===== src/rtl/pe_pkg.sv =====
// pe_pkg: shared latencies, load-beat type and saturating adder for the PE array
package pe_pkg;
  localparam int PE_LAT_DOWN  = 3;
  localparam int PE_LAT_RIGHT = 1;
  localparam int PE_ID_W      = 6;
  localparam int PE_IN_W      = 8;
  typedef struct packed {
    logic               vld;
    logic [PE_ID_W-1:0] id;
    logic [PE_IN_W-1:0] data;
  } pe_load_beat_t;
  // Operands arrive already extended to 64 bits; w <= 63 keeps the raw sum exact.
  function automatic logic [63:0] sat_add(input logic [63:0] a, input logic [63:0] b,
                                          input int w, input logic sgn);
    logic [63:0] s, hi, lo;
    s  = a + b;
    hi = sgn ? (64'd1 << (w - 1)) - 64'd1 : (64'd1 << w) - 64'd1;
    lo = sgn ? ~hi : 64'd0;
    if (sgn) begin
      if ($signed(s) > $signed(hi)) return hi;
      if ($signed(s) < $signed(lo)) return lo;
      return s;
    end
    return (s > hi) ? hi : s;
  endfunction
endpackage


===== src/rtl/pe_wgt_bank.sv =====
// pe_wgt_bank: weight register file with wrapping load/pop pointers, full flag and sync clear
module pe_wgt_bank #(
  parameter int IN_W      = 8,
  parameter int WGT_DEPTH = 4
) (
  input  logic            clk,
  input  logic            rst,
  input  logic            i_clr,
  input  logic            i_wr,
  input  logic [IN_W-1:0] i_wr_data,
  input  logic            i_pop,
  output logic [IN_W-1:0] o_rd_wgt,
  output logic            o_full
);
  localparam int PW = $clog2(WGT_DEPTH);
  localparam logic [PW-1:0] LAST = PW'(WGT_DEPTH - 1);
  logic [IN_W-1:0] r_wgt [WGT_DEPTH];
  logic [PW-1:0] r_ld_ptr, r_pop_ptr, w_wr_addr, w_ld_nxt, w_pop_nxt;
  logic w_full_nxt;
  // A clear in the same cycle as a write redirects that write to entry 0.
  always_comb begin
    w_wr_addr  = i_clr ? '0 : r_ld_ptr;
    w_ld_nxt   = i_wr ? ((w_wr_addr == LAST) ? '0 : w_wr_addr + 1'b1) : (i_clr ? '0 : r_ld_ptr);
    w_pop_nxt  = i_clr ? '0 : i_pop ? ((r_pop_ptr == LAST) ? '0 : r_pop_ptr + 1'b1) : r_pop_ptr;
    w_full_nxt = !i_clr && (o_full || (i_wr && w_wr_addr == LAST));
  end
  assign o_rd_wgt = r_wgt[r_pop_ptr];
  always_ff @(posedge clk or posedge rst) begin
    if (rst) begin
      r_ld_ptr  <= '0;
      r_pop_ptr <= '0;
      o_full    <= 1'b0;
      for (int i = 0; i < WGT_DEPTH; i++) r_wgt[i] <= '0;
    end else begin
      r_ld_ptr  <= w_ld_nxt;
      r_pop_ptr <= w_pop_nxt;
      o_full    <= w_full_nxt;
      if (i_wr) r_wgt[w_wr_addr] <= i_wr_data;
    end
  end
endmodule


===== src/rtl/pe_mac_bank.sv =====
// pe_mac_bank: systolic PE with ID-addressed weight bank and 3-stage MAC pipeline
// Define PE_SAT_EN for saturating sums and a sticky o_ovf flag; otherwise sums wrap.
module pe_mac_bank
  import pe_pkg::*;
#(
  parameter int ID_VAL    = 0,
  parameter int ID_WIDTH  = 6,
  parameter int IN_W      = 8,
  parameter int OUT_W     = 24,
  parameter int WGT_DEPTH = 4,
  parameter int SIGNED    = 1
) (
  input  logic                clk,
  input  logic                rst,
  input  logic                i_clr,
  input  logic                i_load_vld,
  input  logic [ID_WIDTH-1:0] i_load_id,
  input  logic [IN_W-1:0]     i_load_data,
  output logic                o_load_vld,
  output logic [ID_WIDTH-1:0] o_load_id,
  output logic [IN_W-1:0]     o_load_data,
  output logic                o_wgt_full,
  input  logic                i_pop_vld,
  output logic                o_pop_vld,
  input  logic [OUT_W-1:0]    i_up_data,
  input  logic [IN_W-1:0]     i_left_data,
  output logic [IN_W-1:0]     o_right_data,
  output logic [OUT_W-1:0]    o_down_data,
  output logic                o_ovf
);
  localparam logic SGN = (SIGNED != 0);
  if (OUT_W < 2 * IN_W || OUT_W > 63) begin : g_bad_w
    $error("pe_mac_bank: OUT_W must be in [2*IN_W, 63]");
  end
  if (WGT_DEPTH < 2) begin : g_bad_d
    $error("pe_mac_bank: WGT_DEPTH must be >= 2");
  end
  logic w_hit;
  logic [IN_W-1:0] w_rd_wgt, r_s0_left, r_s0_wgt;
  logic [OUT_W-1:0] r_s0_up, r_s1_sum, w_pext, w_sum;
  logic r_s0_vld, r_s1_vld;
  logic [2*IN_W-1:0] w_l_ext, w_w_ext, w_prod;
  assign w_hit = i_load_vld && (i_load_id == ID_WIDTH'(ID_VAL));
  pe_wgt_bank #(.IN_W(IN_W), .WGT_DEPTH(WGT_DEPTH)) u_bank (
    .clk       (clk),
    .rst       (rst),
    .i_clr     (i_clr),
    .i_wr      (w_hit),
    .i_wr_data (i_load_data),
    .i_pop     (i_pop_vld),
    .o_rd_wgt  (w_rd_wgt),
    .o_full    (o_wgt_full)
  );
  // Extending both operands to 2*IN_W first makes one multiplier serve both signednesses.
  assign w_l_ext = {{IN_W{SGN & r_s0_left[IN_W-1]}}, r_s0_left};
  assign w_w_ext = {{IN_W{SGN & r_s0_wgt[IN_W-1]}}, r_s0_wgt};
  assign w_prod  = w_l_ext * w_w_ext;
  if (OUT_W > 2 * IN_W) begin : g_ext
    assign w_pext = {{(OUT_W - 2 * IN_W){SGN & w_prod[2*IN_W-1]}}, w_prod};
  end else begin : g_noext
    assign w_pext = OUT_W'(w_prod);
  end
`ifdef PE_SAT_EN
  logic [63:0] w_a64, w_b64, w_raw, w_sat;
  logic w_clip, r_s1_clip, r_dn_clip;
  assign w_a64  = {{(64 - OUT_W){SGN & w_pext[OUT_W-1]}}, w_pext};
  assign w_b64  = {{(64 - OUT_W){SGN & r_s0_up[OUT_W-1]}}, r_s0_up};
  assign w_raw  = w_a64 + w_b64;
  assign w_sat  = sat_add(w_a64, w_b64, OUT_W, SGN);
  assign w_clip = (w_sat != w_raw);
  assign w_sum  = w_sat[OUT_W-1:0];
  always_ff @(posedge clk or posedge rst) begin
    if (rst) begin
      r_s1_clip <= 1'b0;
      r_dn_clip <= 1'b0;
      o_ovf     <= 1'b0;
    end else begin
      r_s1_clip <= w_clip;
      r_dn_clip <= r_s1_vld & r_s1_clip;
      o_ovf     <= o_ovf | r_dn_clip;
    end
  end
`else
  assign w_sum = w_pext + r_s0_up;
  assign o_ovf = 1'b0;
`endif
  always_ff @(posedge clk or posedge rst) begin
    if (rst) begin
      o_load_vld   <= 1'b0;
      o_load_id    <= '0;
      o_load_data  <= '0;
      o_right_data <= '0;
      r_s0_left    <= '0;
      r_s0_up      <= '0;
      r_s0_wgt     <= '0;
      r_s0_vld     <= 1'b0;
      r_s1_sum     <= '0;
      r_s1_vld     <= 1'b0;
      o_pop_vld    <= 1'b0;
      o_down_data  <= '0;
    end else begin
      o_load_vld   <= i_load_vld & ~w_hit;
      o_load_id    <= i_load_id;
      o_load_data  <= i_load_data;
      o_right_data <= i_left_data;
      r_s0_left    <= i_left_data;
      r_s0_up      <= i_up_data;
      r_s0_wgt     <= w_rd_wgt;
      r_s0_vld     <= i_pop_vld;
      r_s1_sum     <= w_sum;
      r_s1_vld     <= r_s0_vld;
      o_pop_vld    <= r_s1_vld;
      if (r_s1_vld) o_down_data <= r_s1_sum;
    end
  end
endmodule


===== config.mk =====
export PLATFORM = sky130hd
export DESIGN_NAME = pe_mac_bank
export DESIGN_NICKNAME = d
export VERILOG_FILES = /design/src/rtl/pe_pkg.sv /design/src/rtl/pe_wgt_bank.sv /design/src/rtl/pe_mac_bank.sv
export SDC_FILE = /design/constraint.sdc
export NUM_CORES = 1
export LEC_CHECK = 0
export BUFFER_PORTS_ARGS = -buffer_cell sky130_fd_sc_hd__buf_2
export CORE_MARGIN = 2
export CORE_UTILIZATION = 64
export CTS_BUF_LIST = sky130_fd_sc_hd__clkbuf_2
export CTS_CLUSTER_SIZE = 12
export DETAILED_ROUTE_END_ITERATION = 6
export PLACE_DENSITY_LB_ADDON = 0.15
export SLEW_MARGIN = 20
export SYNTH_ARGS = -nofsm -noshare
export SYNTH_HDL_FRONTEND = slang
export SYNTH_SLANG_ARGS = --single-unit

===== constraint.sdc =====
create_clock -name clk -period 12.7 [get_ports clk]
set_input_delay 1.905 -clock clk [delete_from_list [all_inputs] [get_ports clk]]
set_output_delay 1.905 -clock clk [all_outputs]
set_load 0.02 [all_outputs]

After elaboration in Yosys (flattened, before gate mapping)
Index checks and enable logic that the tools add are counted.
{"block": "totals", "register_bits": 143, "rom_bits": 0, "elab_cells": 51, "out_inout_bits": 50, "memories": 0, "latchBits": 0, "mem_bits_rw": 0}
{"block": "op_classes", "muxes": 12, "div": 0, "reduce_logical": 8, "shift": 0, "multipliers": 1, "add_sub_neg": 3, "magnitude_cmp": 3, "n_eq_ne": 2, "bitwise": 4}
{"cell": "$bwmux 32", "n": 1}
{"cell": "$add 24x24->24", "n": 1}
{"cell": "$mux 8", "n": 3}
{"cell": "$bmux 8 s2", "n": 1}
{"cell": "$demux 8 s2", "n": 1}
{"cell": "$mul 8x8->16", "n": 1}
{"cell": "$mux 2", "n": 6}
{"cell": "$ge 3x3->1 const B", "n": 2}
{"cell": "$logic_not 6->1", "n": 1}
{"cell": "$not 2->3", "n": 2}
{"cell": "$add 2x1->2 const B", "n": 2}
{"cell": "$eq 2x2->1 const B", "n": 2}
{"cell": "$logic_and 1x1->1", "n": 4}
{"cell": "$lt 3x1->1 const B", "n": 1}
{"cell": "$reduce_bool 2->1", "n": 1}
{"cell": "$and 1x1->1", "n": 1}
{"cell": "$logic_not 1->1", "n": 1}
{"cell": "$logic_or 1x1->1", "n": 1}
{"cell": "$not 1->1", "n": 1}

Logic depth before layout (Yosys ltp)
{"block": "logic_depth", "word_depth": 7, "mapped_depth": 29}

Hierarchy
Synthesis repeated with hierarchy kept, for this count alone.
{"block": "hier_totals", "cells_unflattened": 698, "area_unflattened_um2": 8349.3}
{"mod": "pe_mac_bank", "instances": 1, "seq_area_each_um2": 2652.5, "area_per_inst_um2": 6695.2, "cells_per_inst": 595}
{"mod": "pe_wgt_bank", "instances": 1, "seq_area_each_um2": 925.9, "area_per_inst_um2": 1654.1, "cells_per_inst": 103}

Worst setup path after synthesis
No wires, ideal clock.
{"block": "synth_path", "path_type": "reg2reg", "startpoint": "register r_s0_left[0]", "endpoint": "register r_s1_sum[21]", "slack_ns": 6.599, "path_stages_with_launch": 28, "t_required_ns": 12.620, "period_less_slack_ns": 6.101, "arrival_ns": 6.021, "cell_sequence": "dfrtp_1 > nand2b_1 > fa_1 > fa_1 > inv_1 > fa_1 > inv_1 > fa_1 > inv_1 > ha_1 > a21oi_1 > o21bai_1 > a21oi_1 > o21bai_1 > a21oi_1 > o21bai_1 > a21oi_1 > xnor2_1 > ha_1 > nand4_1 > nor2_1 > and4_1 > a21o_1 > o211ai_1 > a21oi_1 > or3_1 > a21oi_1 > xnor2_1"}
{"block": "synth_between", "elab_chain_len": 2}
{"element": "start, declared", "line": "pe_mac_bank.sv:39", "rtl": "logic [IN_W-1:0] w_rd_wgt, r_s0_left, r_s0_wgt;"}
{"element": "start signal, assigned", "line": "pe_mac_bank.sv:106", "rtl": "r_s0_left <= i_left_data;"}
{"element": "$mul 8x8->16", "line": "pe_mac_bank.sv:57", "rtl": "assign w_prod = w_l_ext * w_w_ext;"}
{"element": "$add 24x24->24", "line": "pe_mac_bank.sv:84", "rtl": "assign w_sum = w_pext + r_s0_up;"}
{"element": "net w_sum[21]", "line": "pe_mac_bank.sv:40", "rtl": "logic [OUT_W-1:0] r_s0_up, r_s1_sum, w_pext, w_sum;"}
{"element": "end signal, assigned", "line": "pe_mac_bank.sv:110", "rtl": "r_s1_sum <= w_sum;"}
{"element": "end, declared", "line": "pe_mac_bank.sv:40"}
The timed path passes the listed nets, and every way through them passes these cells.
A chain may end at the register's enable or synchronous reset.

Worst setup path after layout
Ends and elaborated chain as after synthesis.

==> summary.md <==
| Metric | Value |
|---|---|
| Placed cell areas | `a little under 9000 um2` |
| Top delay family on crit path | `adder cells` |
| DR top layer | `met4` |
| Area of the die | `13700 um2` |
| Max_slew headroom | `31.2%` |
| Syn nets | `833` |
| Pwr dens | `176 nW/um2` |
| Slowest-stage cell, CP | `fa_1` |
| Ys Warns | `0` |
| Die Span X | `117 um` |
| GRT Util Overall | `23.7%` |
| Hold/Removal Path Class | `reg -> reg` |
| Post-DP HPWL | `11300 um` |
| I/O pins | `101` |
| Reg2reg setup slack | `6.16 ns` |
| Final antenna-violating net count | `0` |
| CTS tree | `yes` |
| Final Hold Viols | `0` |
| Crit path kind | `reg -> reg` |
| Rows | `slightly above 40` |
| RSZ-0062 raised after global routing | `no` |
| LEAKAGE | `4.65 nW` |
| Remaining global-route overflow | `0` |
| Largest net degree at the start of global routing | `88` |
| 1st-iter DRT viols | `roughly 240` |
| Initial Util | `65.2%` |
| H-tree Lvls | `4` |
| Max_cap viols | `0` |
| Hold Buf Count CTS | `0` |
| Buf/Inv on CP | `3` |
| Final Util | `72.4%` |
| Fraction of layout cells with a size suffix above 1 | `between 20% and 30%` |
| WL/cell | `roughly 15 um` |
| Register bit count reported by yosys | `between 100 and 150` |
| Clk_skew | `0.0308 ns` |
| Design Area, Final | `9070 um2` |
| Max Clk Rate | `153 MHz` |
| Vias per cell | `5.35` |
| CP max FO | `9` |
| CP startpoint kind | `register` |
| Critical Path Start | `r_s0_left[0]$_DFF_PP0_` |
| Post-Syn Instances | `667` |
| Global-route wire length before repair | `24600 um` |
| Postcts setup bufs | `0` |
| Clk Tree Root Cell | `clkbuf_2` |
| Average size of a mapped cell | `12.2 um2` |
| CTS Buf Count | `17` |
| Area grow syn2layout | `11.1%` |
| Total number of vias | `5155` |
| Vias in the first global route | `5375` |
| Setup crit end kind | `register` |
| Final setup fails | `0` |
| Commonest non-fill, non-tap cell in the layout | `dfrtp_1` |
| Final worst path period share | `51.5%` |
| Distinct cells, synth | `47` |
| WP data arrival | `7.16 ns` |
| Met3 WL | `about 750 um` |
| Worst endpoint required time | `13.31 ns` |
| Final TNS setup | `0 ns` |
| Worst slew pin tran | `1.03 ns` |
| Tot Pwr | `1.59 mW` |
| Final wirelength | `14600 um` |
| Cells on worst reg2reg path | `27` |
| N_diodes | `0` |
| Fillcell total | `919` |
| Status | `complete, no violations` |
| WL met1 | `between 5000 and 6000 um` |
| Peak VDD IR | `0.101 mV` |
| Critical R2R Capture | `r_s1_sum[21]$_DFF_PP0_` |
| Mapped Area | `roughly 8200 um2` |
| CP most frequent cell | `a21oi_1` |
| Insertion delay to the later sink of the worst-skew pair | `0.70 ns` |
| Die height | `117 um` |
| Placer Congestion | `0.913` |
| Critical path depth | `27` |
| Number of synthesized flops with an enable pin | `0` |
| Core Region | `12500 um2` |
| CTS max path bufs | `2` |
| Register area share after synthesis | `43.9%` |
| DRC Markers | `0` |
| Initial antenna violation count | `1` |
| CTS clk-pin slew, worst paths | `0.21 ns` |
| Most used DFF post-synth | `dfrtp_1` |
| Clock Sinks | `143` |
| Period minus WS final | `6.54 ns` |
| Slowest stage delay, CP | `0.54 ns` |
| DR pass1 iterations | `5` |
| Met2 WL | `7830 um` |
| Pre-CTS setup slack | `6.26 ns` |
| Commonest non-fill, non-tap cells in the layout | `dfrtp_1 (143), buf_2 (99), inv_1 (97), ha_1 (59), mux2_2 (57)` |
| Fin. max-slew vios | `0` |
| FFs w/ async S/R, synth | `100%` |
| Critical R2R Launch | `r_s0_left[0]$_DFF_PP0_` |
| IO Port Bufs | `99` |
| End point of the critical path | `r_s1_sum[21]$_DFF_PP0_` |
| Fin nets | `945` |
| Final worst slack | `6.16 ns` |
| Cts repair resizes | `0` |
-- per-layer routing --
layer / vias up / global-route usage, %
li1: 2415 / -
met1: 2599 / 29.2
met2: 118 / 40.8
met3: 23 / 6.49
met4: 0 / 7.76
met5: - / 0
-- synthesized netlist by cell type (2+ instances only) --
cell / instances / area, um2
mux2i_1: 2 / 20.0
and2_1: 45 / 282
o21a_1: 2 / 15.0
a21o_1: 10 / 75.1
nand2_1: 25 / 93.8
o21bai_1: 5 / 37.5
nand4_1: 2 / 12.5
xor2_1: 9 / 78.8
or3_1: 4 / 25.0
inv_1: 98 / 368
o21ai_0: 6 / 30.0
clkbuf_1: 6 / 22.5
fa_1: 56 / 1120
nor2_1: 16 / 60.1
mux4_2: 8 / 180
mux2_2: 57 / 642
ha_1: 59 / 738
and3_1: 3 / 18.8
nand2b_1: 3 / 18.8
dfrtp_1: 143 / 3580
xnor2_1: 29 / 254
nor3_1: 8 / 40.0
o211ai_1: 5 / 37.5
nand3_1: 6 / 30.0
a21oi_1: 30 / 150
a211oi_1: 3 / 22.5
nor2b_1: 7 / 43.8
-- power breakdown --
part	total, mW	switching (mW)	internal (mW)	leakage (nW)
Combinational	0.761	0.430	0.331	2.77
Sequential	0.593	0.0434	0.549	1.76
Clock	0.240	0.167	0.0726	0.124
Total	1.59	0.641	0.953	4.65
-- cells by family after synthesis --
family / after synthesis / synth area share (%)
other: 1 / 0.0460
buffers and inverters: 105 / 4.88
and+or+nand+nor: 123 / 8.05
DFF: 143 / 43.9
AOI/OAI and AO/OA: 75 / 6.00
muxes: 67 / 10.3
xor gates and xnor gates: 38 / 4.08
adders and majority gates: 115 / 22.8
-- sequential cells by signal, summed over array words and instances (netlist names) --
| signal | cells |
|---|---|
| r_s0_left | 8 |
| o_down_data | 24 |
| o_load_vld | 1 |
| r_s0_up | 24 |
| u_bank.r_pop_ptr | 2 |
| o_load_id | 6 |
| u_bank.r_ld_ptr | 2 |
| u_bank.r_wgt | 32 |
| r_s1_sum | 24 |
| r_s1_vld | 1 |
| r_s0_vld | 1 |
| o_pop_vld | 1 |
| o_load_data | 8 |
| r_s0_wgt | 8 |
| u_bank.o_full | 1 |
-- worst min path at each step --
stage	from	to	slack (ns)	depth (start not counted)
after floorplan	r_s0_vld$_DFF_PP0_	r_s1_vld$_DFF_PP0_	0.33	0
after global placement	r_s0_vld$_DFF_PP0_	r_s1_vld$_DFF_PP0_	0.33	0
after CTS	r_s0_vld$_DFF_PP0_	r_s1_vld$_DFF_PP0_	0.39	0
final	r_s0_vld$_DFF_PP0_	r_s1_vld$_DFF_PP0_	0.39	0
after global routing	r_s0_vld$_DFF_PP0_	r_s1_vld$_DFF_PP0_	0.41	0
after detailed placement	r_s0_vld$_DFF_PP0_	r_s1_vld$_DFF_PP0_	0.34	0
-- cell type report --
cell class,count,area (um2),area share [%]
Timing Repair Buffer,100,507,5.59
Clock inverter,13,115,1.27
Tap cell,172,215,2.37
Sequential cell,143,3580,39.5
Clock buffer,19,95.1,1.05
Inverter,98,373,4.11
Multi-Input combinational cell,419,4180,46.1
-- worst register-to-register path: cells and delay by family, from the launching register on --
family	cells	cell delay, ns
AOI/OAI and AO/OA	11	1.87
xor gates and xnor gates	2	0.30
buffers and inverters	3	0.15
DFF	1	0.50
adders and majority gates	6	2.73
and+or+nand+nor	5	0.92
-- per-stage QoR --
| step | cells | hold WS (ns) |
|---|---|---|
| finish | 964 | 0.390 |
| global route | 964 | 0.415 |
| CTS | 964 | 0.394 |
| detailed placement | 932 | 0.338 |
| global placement | 932 | 0.332 |
| floorplan | 667 | 0.331 |
Note: power is estimated with default switching activity, not from simulation.
